==> src/rtl/fht_pkg.sv <==
// Shared definitions for the FHT twiddle sequencer and the butterfly datapath:
// sequencer states, derived transform sizes and the ROM pair-select encoding.
package fht_pkg;

   typedef enum logic [1:0] {
      IDLE,
      RUN,
      LAST
   } state_t;

   // Pair 1 of the ROM holds the angle advanced by pi/2.
   localparam logic SEL_P0 = 1'b0;
   localparam logic SEL_P1 = 1'b1;

   function automatic int stages(input int a_bit);
      return a_bit + 2;
   endfunction

   function automatic int half_n(input int a_bit);
      return 1 << (a_bit + 1);
   endfunction

endpackage

==> src/rtl/fht_bfly_cnt.sv <==
// Stage/butterfly counter pair: cnt walks the butterflies of one stage,
// stg advances on each wrap, and the whole pair returns to zero after the final issue.
module fht_bfly_cnt
   import fht_pkg::*;
#(
   parameter int A_BIT = 10,
   parameter int S_BIT = 4
) (
   input  logic             clk,
   input  logic             rst_n,
   input  logic             clear,
   input  logic             en,
   output logic [S_BIT-1:0] stg,
   output logic [A_BIT:0]   cnt,
   output logic             cnt_last,
   output logic             terminal
);

   localparam int S = stages(A_BIT);

   // H-1 is all ones in the cnt width.
   assign cnt_last = (cnt == {(A_BIT + 1){1'b1}});
   assign terminal = cnt_last && (stg == S_BIT'(S - 1));

   always_ff @(posedge clk or negedge rst_n) begin
      if (!rst_n) begin
         stg <= '0;
         cnt <= '0;
      end else if (clear) begin
         stg <= '0;
         cnt <= '0;
      end else if (en) begin
         if (cnt_last) begin
            cnt <= '0;
            stg <= terminal ? '0 : stg + 1'b1;
         end else begin
            cnt <= cnt + 1'b1;
         end
      end
   end

endmodule

==> src/rtl/fht_twiddle_seq.sv <==
// FHT butterfly/twiddle sequencer: issues one butterfly per cycle, drives the
// twiddle ROM address combinationally and registers the rest to align with ROM data.
module fht_twiddle_seq
   import fht_pkg::*;
#(
   parameter int A_BIT = 10,
   parameter int S_BIT = 4
) (
   input  logic             iCLK,
   input  logic             iRESET,
   input  logic             iSTART,
   input  logic             iHOLD,
   output logic [A_BIT-1:0] oADDR,
   output logic             oSEL,
   output logic [A_BIT+1:0] oIDX_A,
   output logic [A_BIT+1:0] oIDX_B,
   output logic [S_BIT-1:0] oSTAGE,
   output logic             oVALID,
   output logic             oSTAGE_LAST,
   output logic             oBUSY,
   output logic             oDONE
);

   localparam int S = stages(A_BIT);

   state_t           state;
   state_t           state_nxt;
   logic             start_ok;
   logic             issue;
   logic [S_BIT-1:0] stg;
   logic [A_BIT:0]   cnt;
   logic             cnt_last;
   logic             terminal;

   logic [A_BIT:0]   j;
   logic [A_BIT:0]   g;
   logic [A_BIT:0]   k;
   logic [S_BIT-1:0] kshift;
   logic [A_BIT+1:0] idx_a;
   logic [A_BIT+1:0] idx_b;

   fht_bfly_cnt #(
      .A_BIT(A_BIT),
      .S_BIT(S_BIT)
   ) u_cnt (
      .clk     (iCLK),
      .rst_n   (iRESET),
      .clear   (start_ok),
      .en      (issue),
      .stg     (stg),
      .cnt     (cnt),
      .cnt_last(cnt_last),
      .terminal(terminal)
   );

   always_ff @(posedge iCLK or negedge iRESET) begin
      if (!iRESET) state <= IDLE;
      else         state <= state_nxt;
   end

   always_comb begin
      state_nxt = state;
      start_ok  = 1'b0;
      issue     = 1'b0;
      case (state)
         IDLE: begin
            if (iSTART) begin
               start_ok  = 1'b1;
               state_nxt = RUN;
            end
         end
         RUN: begin
            if (!iHOLD) begin
               issue = 1'b1;
               if (terminal) state_nxt = LAST;
            end
         end
         LAST:    state_nxt = IDLE;
         default: state_nxt = IDLE;
      endcase
   end

   // Butterfly span is 2^stg; the twiddle index k is j scaled up so that
   // every stage addresses the same N/2-entry angle space.
   always_comb begin
      j      = cnt & ~({(A_BIT + 1){1'b1}} << stg);
      g      = cnt >> stg;
      kshift = S_BIT'(S - 1) - stg;
      k      = j << kshift;
      idx_a  = ({1'b0, g} << ({1'b0, stg} + 1'b1)) | {1'b0, j};
      idx_b  = idx_a + ((A_BIT + 2)'(1) << stg);
   end

   assign oADDR = (state == RUN) ? k[A_BIT-1:0] : '0;
   assign oBUSY = (state != IDLE);
   assign oDONE = (state == LAST);

   always_ff @(posedge iCLK or negedge iRESET) begin
      if (!iRESET) begin
         oSEL        <= SEL_P0;
         oIDX_A      <= '0;
         oIDX_B      <= '0;
         oSTAGE      <= '0;
         oVALID      <= 1'b0;
         oSTAGE_LAST <= 1'b0;
      end else if (issue) begin
         oSEL        <= k[A_BIT] ? SEL_P1 : SEL_P0;
         oIDX_A      <= idx_a;
         oIDX_B      <= idx_b;
         oSTAGE      <= stg;
         oVALID      <= 1'b1;
         oSTAGE_LAST <= cnt_last;
      end else begin
         oVALID      <= 1'b0;
         oSTAGE_LAST <= 1'b0;
      end
   end

endmodule

==> config.mk <==
export PLATFORM = sky130hd
export DESIGN_NAME = fht_twiddle_seq
export DESIGN_NICKNAME = d
export VERILOG_FILES = /design/src/rtl/fht_pkg.sv /design/src/rtl/fht_bfly_cnt.sv /design/src/rtl/fht_twiddle_seq.sv
export SDC_FILE = /design/constraint.sdc
export NUM_CORES = 1
export LEC_CHECK = 0
export CAP_MARGIN = 40
export CORE_UTILIZATION = 60
export DETAILED_ROUTE_END_ITERATION = 8
export GPL_ROUTABILITY_DRIVEN = 0
export PLACE_DENSITY = 0.91
export SLEW_MARGIN = 10
export SYNTH_ARGS = -nofsm -noshare
export SYNTH_HDL_FRONTEND = slang
export SYNTH_SLANG_ARGS = --single-unit
==> constraint.sdc <==
create_clock -name iCLK -period 10.76 [get_ports iCLK]
set_input_delay 1.614 -clock iCLK [delete_from_list [all_inputs] [get_ports iCLK]]
set_output_delay 1.614 -clock iCLK [all_outputs]
set_load 0.03 [all_outputs]
# Word level (Yosys, flattened, before mapping)
# Cells that the tools add are included.
[op_classes] n_reduce_logical=7 n_eq_ne=7 n_addsub=5 n_shift=5 n_bitwise=3 n_mux=19
[op_table] op="$mux 11" n=3
[op_table] op="$mux 4" n=4
[op_table] op="$add 12x12->12" n=1
[op_table] op="$or 12x11->12" n=1
[op_table] op="$shl 1x4->12 const A" n=1
[op_table] op="$shl 11x5->12" n=1
[op_table] op="$add 11x1->11 const B" n=1
[op_table] op="$and 11x11->11" n=1
[op_table] op="$eq 11x11->1 const B" n=1
[op_table] op="$not 11->11" n=1
[op_table] op="$shl 11x4->11" n=1
[op_table] op="$shl 11x4->11 const A" n=1
[op_table] op="$shr 11x4->11" n=1
[op_table] op="$mux 10" n=1
[op_table] op="$mux 1" n=7
[op_table] op="$mux 2" n=3
[op_table] op="$reduce_bool 2->1" n=3
[op_table] op="$add 4x1->5 const B" n=1
[op_table] op="$add 4x1->4 const B" n=1
[op_table] op="$eq 4x4->1 const B" n=1
[op_table] op="$ne 2x2->1 const B" n=2
[op_table] op="$pmux 2 s2" n=1
[op_table] op="$sub 4x4->4 const A" n=1
[op_table] op="$reduce_and 3->1" n=1
[op_table] op="6 further kinds" n=6
[word_totals] input_bits=4 regBits=48 out_inout_bits=43

# Longest topological paths before layout
# Gate-level depths: netlist of run 1.
[depth] ltp_word=6 mapped_depth=22 depth_no_buf=16

# By module
# A second synthesis of run 1 with hierarchy kept.
[unflattened] hier_cells=521 hier_area_um2=4332.9
[by_module_without_submodules] mod="fht_twiddle_seq" instances=1 cells_each=435 area_per_inst_um2=3473.3
[by_module_without_submodules] mod="fht_bfly_cnt" instances=1 cells_each=86 area_per_inst_um2=859.6

# Worst setup path before layout of run 1
# OpenSTA, ideal clock, no wires.
[synth_timing] kind="reg-to-output" startpoint="reg u_cnt.stg[0]" endpoint="out oADDR[3]" required_time_ns=9.146 path_stages_with_launch=10 t_arrival_ns=3.334 slack_ns=5.812 cell_sequence="dfrtp_1 buf_6 buf_4 inv_1 clkbuf_1 buf_1 ha_1 nand2_1 a31oi_1 a2111oi_0"
[synth_between] elab_chain_len=5 elab_cells_between_ends=6
[synth_rtl] item="start: declaration" line_no="fht_bfly_cnt.sv:13" text="output logic [S_BIT-1:0] stg,"
[synth_rtl] item="start signal: assignment" line_no="fht_bfly_cnt.sv:35" text="stg <= terminal ? '0 : stg + 1'b1;"
[synth_rtl] item="$shl 11x4->11" line_no="fht_twiddle_seq.sv:86" text="j = cnt & ~({(A_BIT + 1){1'b1}} << stg);"
[synth_rtl] item="$not 11->11" line_no="fht_twiddle_seq.sv:86"
[synth_rtl] item="$and 11x11->11" line_no="fht_twiddle_seq.sv:86"
[synth_rtl] item="$shl 11x4->11 *" line_no="fht_twiddle_seq.sv:89" text="k = j << kshift;"
[synth_rtl] item="$mux 10 *" line_no="fht_twiddle_seq.sv:94" text="assign oADDR = (state == RUN) ? k[A_BIT-1:0] : '0;"
[synth_rtl] item="end: declaration" line_no="fht_twiddle_seq.sv:13" text="output logic [A_BIT-1:0] oADDR,"
# Mark *: on every way between the ends. The rest lies on a longest branch, timed or not.

# Final worst setup path of run 1
[layout_timing] startpoint="reg u_cnt.stg[0]" endpoint="reg oIDX_B[11]"
[layout_between] elab_chain_len=5 elab_cells_between_ends=9
[layout_rtl] item="parallel branches: the longest is 3 deep, another holds $add 4x1->5"
[layout_rtl] item="$or 12x11->12 *" line_no="fht_twiddle_seq.sv:90" text="idx_a = ({1'b0, g} << ({1'b0, stg} + 1'b1)) | {1'b0, j};"
[layout_rtl] item="net idx_a[4]" line_no="fht_twiddle_seq.sv:39" text="logic [A_BIT+1:0] idx_a;"
[layout_rtl] item="$add 12x12->12 *" line_no="fht_twiddle_seq.sv:91" text="idx_b = idx_a + ((A_BIT + 2)'(1) << stg);"
[layout_rtl] item="end signal: assignment" line_no="fht_twiddle_seq.sv:109" text="oIDX_B <= idx_b;"
[layout_rtl] item="end: declaration" line_no="fht_twiddle_seq.sv:16" text="output logic [A_BIT+1:0] oIDX_B,"
# Mark *: on every way through the listed nets, which the timed path passes.
# A chain may end at the register's enable or synchronous reset.

==> results.tsv, run 1 <==
stage	metric	value	unit
synth	synth.avg_cell_area	8.23	µm²
floorplan	start_util	63.8	%
final_layout	drive_above_1_share	8.51	%
power	power_frac_comb	51.3	%
synth	synth_nets	534	
sta	fin_ws	5080	ps
synth	ys.flop_type	dfrtp_1	
sta	finalSetupTns	0	ps
global_route	grt_max_degree	47	
sta	post-route-period-util	52.8	%
route	avgViaCountPerCell	6.71	
route	antenna_left	0	
sta	fin_skew	4.48	ps
synth	synth-edff-count	0	
sta	rsz0062_at_grt	false	
synth	synth.ff_latch_count	48	
synth	yosys-top-cells-area	dfrtp_1, nand2_1, ha_1, mux4_2, nor2_1	
setup_path	rrSetupSlack	5080	ps
global_route	grtUsageMet3	5.35	%
floorplan	die-height	85.3	µm
route	wirelength	11300	µm
sta	whs	483	ps
global_route	gr-max-usage-layer	met2	
power	ir_worst_vdd	0.000135	V
power	seqPwrFrac	34.4	%
clock_network	cts_sinks	48	
synth	synth.distinct_cells	66	
global_route	grt.total_usage	31.6	%
setup_path	reg2reg_depth	16	
worst_hold_path	hold_path_end	oIDX_A[3]$_DFFE_PN0P_	
synth	netlist.top_cell.by_area	dfrtp_1	
power	clockPowerShare	14.3	%
power	swShare	44.0	%
worst_hold_path	hp-class	flop to flop	
clock_network	cts_setup_buffers	0	
global_route	grt_remaining_overflow	0	
synth	synthArstFlopShare	100	%
floorplan	num_io_pins	47	
sta	fin_crit	5680	ps
run_status	violations	DRC	
global_route	use_met2	50.6	%
route	drt_iter0_drc	433	
setup_path	worstReg2RegEnd	oIDX_B[11]$_DFFE_PN0P_	
placement	hpwl	8180	µm
route	dr.pass1.iters	9	
clock_network	insertion_delay	310	ps
final_layout	area_growth	13.3	%
synth	synth_top_area_share	28.8	%
global_route	antenna_found_initial	0	
synth	synth_area	4160	µm²
route	vias	4067	
global_route	first_global_vias	3785	
clock_network	cts_max_path_buffers	2	
route	drt-wirelength-per-cell	18.6	µm
run_status	status	complete, but fails checks	
setup_path	crit-reg2reg-launch	u_cnt.stg[0]$_DFFE_PN0P_	
final_layout	final_core_util	72.2	%
placement	placed_area	4630	µm²
final_layout	fin_area	4720	µm²
final_layout	nFillCells	478	
synth	synth_cells	506	
job	cap_violations	0	
clock_network	cts_tree	done	
synth	yosysWarnings	0	
power	cellPowerDensity	165	nW/µm²
final_layout	diodes	0	
setup_path	worstSetupEndpointType	flop	
final_layout	nNetsFinal	556	
setup_path	worstSetupStartpointType	flop	
power	leakagePower	0.00202	µW
worst_hold_path	hold_path.startpoint	oIDX_A[3]$_DFFE_PN0P_	
setup_path	worstPathMaxFanout	46	
sta	slew_headroom	45.0	%
floorplan	core_area	6530	µm²
global_route	met1_usage	41.8	%
sta	hold_viol	0	
clock_network	hold_buffers	0	
floorplan	die_x	85.3	µm
setup_path	cp.required	10960	ps
global_route	grt_pass1_wl	18200	µm
floorplan	dieArea	7280	µm²
sta	fmax	0.176	GHz
floorplan	num_rows	29	
setup_path	arrival	5890	ps
setup_path	path_class	flop to flop	
clock_network	clk_pin_slew	90	ps
power	internal_power	436	µW
synth	synth.most_common_cell	nand2_1	
sta	setup_violations	0	
synth	synth_common_cells	nand2_1, nor2_1, dfrtp_1	
power	switching_power	342	µW
sta	drv_slew	0	
clock_network	htreeDepth	2	
sta	worst_pin_slew	825	ps
clock_network	cts_buffers	5	
clock_network	root_buffer	clkbuf_8	
clock_network	cts_resized	0	
worst_hold_path	whs_path_depth	2	
synth	seq_area_frac_synth	28.8	%
route	route.detailed.drc	1	
placement	dpl_worst_slack	5330	ps
placement	port_buffers	46	
state kept, by name, indices dropped and copies added, names as in the netlist:
register	flops
oIDX_A	12
oIDX_B	12
oSEL	1
oSTAGE	4
oSTAGE_LAST	1
oVALID	1
state	2
u_cnt.cnt	11
u_cnt.stg	4
worst max-delay path, stage by stage (launching register included):
cell and delay (ps):
dfrtp_1 330, buf_4 450, inv_1 530, ha_1 950
inv_1 300, mux2_2 330, o21ai_0 350, o21ai_0 140
a22o_1 250, ha_1 250, a21oi_1 180, o21ai_0 170
a211oi_1 420, o21bai_1 100, a21oi_1 200, xnor3_1 330
mux2_4 260
area by class of cell:
class,instances,area [µm²],share of cell area (%)
Clock buffer,6,72.6,1.54
Clock inverter,2,16.3,0.345
Inverter,16,60.1,1.27
Multi-Input combinational cell,404,2730,57.8
Sequential cell,48,1200,25.5
Tap cell,77,96.3,2.04
Timing Repair Buffer,53,543,11.5
routing by layer:
layer,share of wire [%],vias to the layer above
li1,-,1855
met1,40,1882
met2,46,267
met3,9.6,63
met4,4.3,0
met5,0,-
worst max-delay path by stage:
stage | from | end | slack, ps
6_report | u_cnt.stg[0]$_DFFE_PN0P_ | oIDX_B[11]$_DFFE_PN0P_ | 5080
5_1_grt | u_cnt.stg[0]$_DFFE_PN0P_ | oIDX_B[11]$_DFFE_PN0P_ | 4860
4_1_cts | u_cnt.stg[2]$_DFFE_PN0P_ | oADDR[7] | 5230
3_5_place_dp | u_cnt.stg[0]$_DFFE_PN0P_ | oIDX_B[11]$_DFFE_PN0P_ | 5330
3_3_place_gp | u_cnt.stg[2]$_DFFE_PN0P_ | oADDR[7] | 5190
2_1_floorplan | u_cnt.stg[0]$_DFFE_PN0P_ | oADDR[3] | 5810
placed cells by master (no fill, tap or decap), drive strengths merged, types with 8 or more instances in the layout:
cell	instances
mux2i	17
xnor2	8
buf	8
dfrtp	48
nand3	12
inv	15
mux4	10
mux2	9
clkdlybuf4s50	45
o21ai	37
a31oi	13
nor2	50
a21oi	24
nand2	83
ha	23
power by group through the flow:
| stage | Sequential (µW) | Combinational (µW) | Clock (µW) |
|---|---|---|---|
| global placement | 267 | 375 | 0 |
| floorplan | 308 | 226 | 0 |
| finish | 267 | 399 | 111 |
| CTS | 266 | 393 | 114 |
| detailed placement | 270 | 391 | 0 |
| global route | 273 | 425 | 119 |
logic make-up (layout without fill, tap and decap cells):
kind of cell,Yosys count,in the layout,share of synthesized area (%)
AOI/OAI and AO/OA,134,134,21.4
muxes,36,36,12.0
xor gates and xnor gates,16,16,3.70
buffers and inverters,54,77,5.62
DFF,48,48,28.8
and+or+nand+nor,194,194,21.0
adders and majority gates,24,24,7.39
through the flow:
step | total power [µW] | instances
final | 778 | 606
after global routing | 817 | 606
after CTS | 772 | 606
after detailed placement | 660 | 598
after global placement | 642 | 595
after floorplan | 534 | 506
No activity file was read; power rests on OpenSTA's default activity.
==> inputs of run 2 (changes only) <==
--- a/config.mk
+++ b/config.mk
@@ -6,10 +6,10 @@
 export NUM_CORES = 1
 export LEC_CHECK = 0
 export CAP_MARGIN = 40
-export CORE_UTILIZATION = 60
+export CORE_UTILIZATION = 58
 export DETAILED_ROUTE_END_ITERATION = 8
 export GPL_ROUTABILITY_DRIVEN = 0
-export PLACE_DENSITY = 0.91
+export PLACE_DENSITY = 0.89
 export SLEW_MARGIN = 10
 export SYNTH_ARGS = -nofsm -noshare
 export SYNTH_HDL_FRONTEND = slang
==> constraint.sdc (replaced) <==
create_clock -name iCLK -period 5.31 [get_ports iCLK]
set_input_delay 0.7965 -clock iCLK [delete_from_list [all_inputs] [get_ports iCLK]]
set_output_delay 0.7965 -clock iCLK [all_outputs]
set_load 0.03 [all_outputs]
==> run 2 against run 1 <==
Against the previous run:
- the flow now finishes without violations
- fmax increased by 19%
- clock power rose by 110%
- first-iteration DRC count grew 13%
- critical path type unchanged
==> results.tsv, run 2 (synthesis gave the netlist of run 1 again) <==
stage	metric	value	unit	change
run_status	status	finished, final reports clean		
sta	fin_crit	4780	ps	-902 ps
route	route.detailed.drc	0		-1
final_layout	area_growth	14.4	%	
power	cellPowerDensity	331	nW/µm²	+100%
route	vias	4077		+0.25%
final_layout	nFillCells	534		+12%
global_route	grt.total_usage	30.3	%	-1.2 points
final_layout	diodes	0		unchanged
global_route	grt_remaining_overflow	0		unchanged
clock_network	cts_sinks	48		unchanged
final_layout	drive_above_1_share	9.57	%	+1.1 points
clock_network	cts_setup_buffers	0		unchanged
final_layout	mostFrequentLayoutCells	nand2_1, nor2_1, dfrtp_1		
clock_network	cts_max_path_buffers	2		unchanged
route	avgViaCountPerCell	6.48		-3.4%
route	drt-wirelength-per-cell	17.5	µm	-5.7%
clock_network	cts_buffers	5		unchanged
floorplan	core_area	6870	µm²	+5.2%
clock_network	cts_tree	done		
sta	fin_skew	9.70	ps	+5.21 ps
floorplan	die-height	86.7	µm	+1.7%
final_layout	final_common_cell	nand2_1		
floorplan	num_rows	30		+3.4%
floorplan	die_x	86.7	µm	+1.7%
global_route	grt_max_degree	41		-13%
clock_network	clk_pin_slew	100	ps	about the same
sta	hold_viol	0		unchanged
global_route	antenna_found_initial	0		unchanged
sta	worst_pin_slew	772	ps	-52.4 ps
setup_path	worstSetupEndpointType	flop		
final_layout	reg.largest.list	oIDX_A: 12 flops, oIDX_B: 12 flops, u_cnt.cnt: 11 flops		
final_layout	final_core_util	69.3	%	-2.9 points
route	dr.pass1.iters	7		-2
route	drt_iter0_drc	491		+13%
sta	slew_headroom	48.0	%	+3.0 points
floorplan	dieArea	7520	µm²	+3.4%
clock_network	hold_buffers	0		unchanged
final_layout	nNetsFinal	560		+0.72%
setup_path	worstPathMaxFanout	19		-59%
setup_path	arrival	4990	ps	-900 ps
setup_path	worstSetupStartpointType	flop		
job	cap_violations	0		unchanged
route	antenna_left	0		unchanged
sta	finalSetupTns	0	ps	unchanged
route	wirelength	11000	µm	-2.1%
sta	rsz0062_at_grt	false		
sta	setup_violations	0		unchanged
sta	drv_slew	0		unchanged
global_route	grt_pass1_wl	17800	µm	-2.1%
sta	fmax	0.209	GHz	+19%
sta	post-route-period-util	90.1	%	+37 points
clock_network	root_buffer	clkbuf_8		
floorplan	num_io_pins	47		unchanged
global_route	first_global_vias	3764		-0.55%
placement	hpwl	8070	µm	-1.4%
power	leakagePower	0.00205	µW	+1.2%
floorplan	start_util	60.6	%	-3.1 points
worst_hold_path	hp-class	flop to flop		
power	ir_worst_vdd	0.000261	V	+93%
clock_network	insertion_delay	310	ps	about the same
placement	port_buffers	46		unchanged
setup_path	path_class	flop to flop		
setup_path	cp.required	5520	ps	-5440 ps
clock_network	htreeDepth	2		unchanged
run 2: cell types whose count changed in the layout (fill, tap and decap cells not counted), sizes merged:
| cell | previous run | this run |
|---|---|---|
| buf | 8 | 12 |
| clkinv | 2 | 3 |
| clkinvlp | 1 | 0 |
run 2: power breakdown:
group	internal, µW	switching [µW]	leakage (µW)	total, µW
Sequential	447	99.8	0.000614	546
Clock	104	129	0.0000510	233
Combinational	345	452	0.00138	797
Total	896	681	0.00205	1580
run 2: timing repair:
item                                    in CTS  in global routing
endpoints found under the setup margin       0                  1
resized for setup                            0                  1
hold endpoints to repair                     0                  0
run 2: area by class of cell:
cell class | count | area (µm²) | share of cell area [%]
Multi-Input combinational cell | 404 | 2730 | 57.3
Timing Repair Buffer | 57 | 558 | 11.7
Sequential cell | 48 | 1200 | 25.2
Clock buffer | 6 | 82.6 | 1.73
Inverter | 16 | 60.1 | 1.26
Clock inverter | 2 | 10.0 | 0.210
Tap cell | 96 | 120 | 2.52
run 2: routing by layer:
layer | wire (µm) | vias up | track usage, %
li1 | - | 1862 | -
met3 | 974 | 58 | 4.86
met5 | 0 | - | 0
met4 | 396 | 0 | 12.6
met1 | 4570 | 1910 | 40.4
met2 | 5080 | 247 | 49.4
run 2: worst paths after layout:
kind | startpoint | depth (start not counted) | to | slack (ps)
max | u_cnt.stg[0]$_DFFE_PN0P_ | 15 | oIDX_B[11]$_DFFE_PN0P_ | 530
min reg2reg | oIDX_B[3]$_DFFE_PN0P_ | 2 | oIDX_B[3]$_DFFE_PN0P_ | 480
min | oIDX_B[3]$_DFFE_PN0P_ | 2 | oIDX_B[3]$_DFFE_PN0P_ | 480
max in group asynchronous | iRESET | 2 | u_cnt.stg[1]$_DFFE_PN0P_ | 4270
max reg2reg | u_cnt.stg[0]$_DFFE_PN0P_ | 15 | oIDX_B[11]$_DFFE_PN0P_ | 530
min in group asynchronous | iRESET | 1 | oIDX_A[9]$_DFFE_PN0P_ | 490
run 2: worst max-delay path, cell delays in order, from the launching register on:
cell      delay [ps]
dfrtp_1          610
buf_4            340
mux4_2           550
a22oi_1          250
o31ai_1          150
mux2_2           280
o21ai_0          280
o22ai_1          160
a21o_1           230
ha_1             350
and3_1           210
a211oi_1         400
o21bai_1         100
a21oi_1          190
xnor3_1          330
mux2_4           260
run 2: metrics by stage:
| stage | hold slack [ps] | power (µW) | worst slack, ps | area [µm²] | instances |
|---|---|---|---|---|---|
| final | 484 | 1580 | 528 | 4760 | 629 |
| after global routing | 508 | 1650 | 96.7 | 4760 | 629 |
| after detailed placement | 470 | 1330 | 463 | 4670 | 621 |
| after CTS | 491 | 1570 | 444 | 4760 | 629 |
| after global placement | 450 | 1300 | 693 | 4640 | 620 |
| after floorplan | 444 | 1080 | 579 | 4160 | 506 |
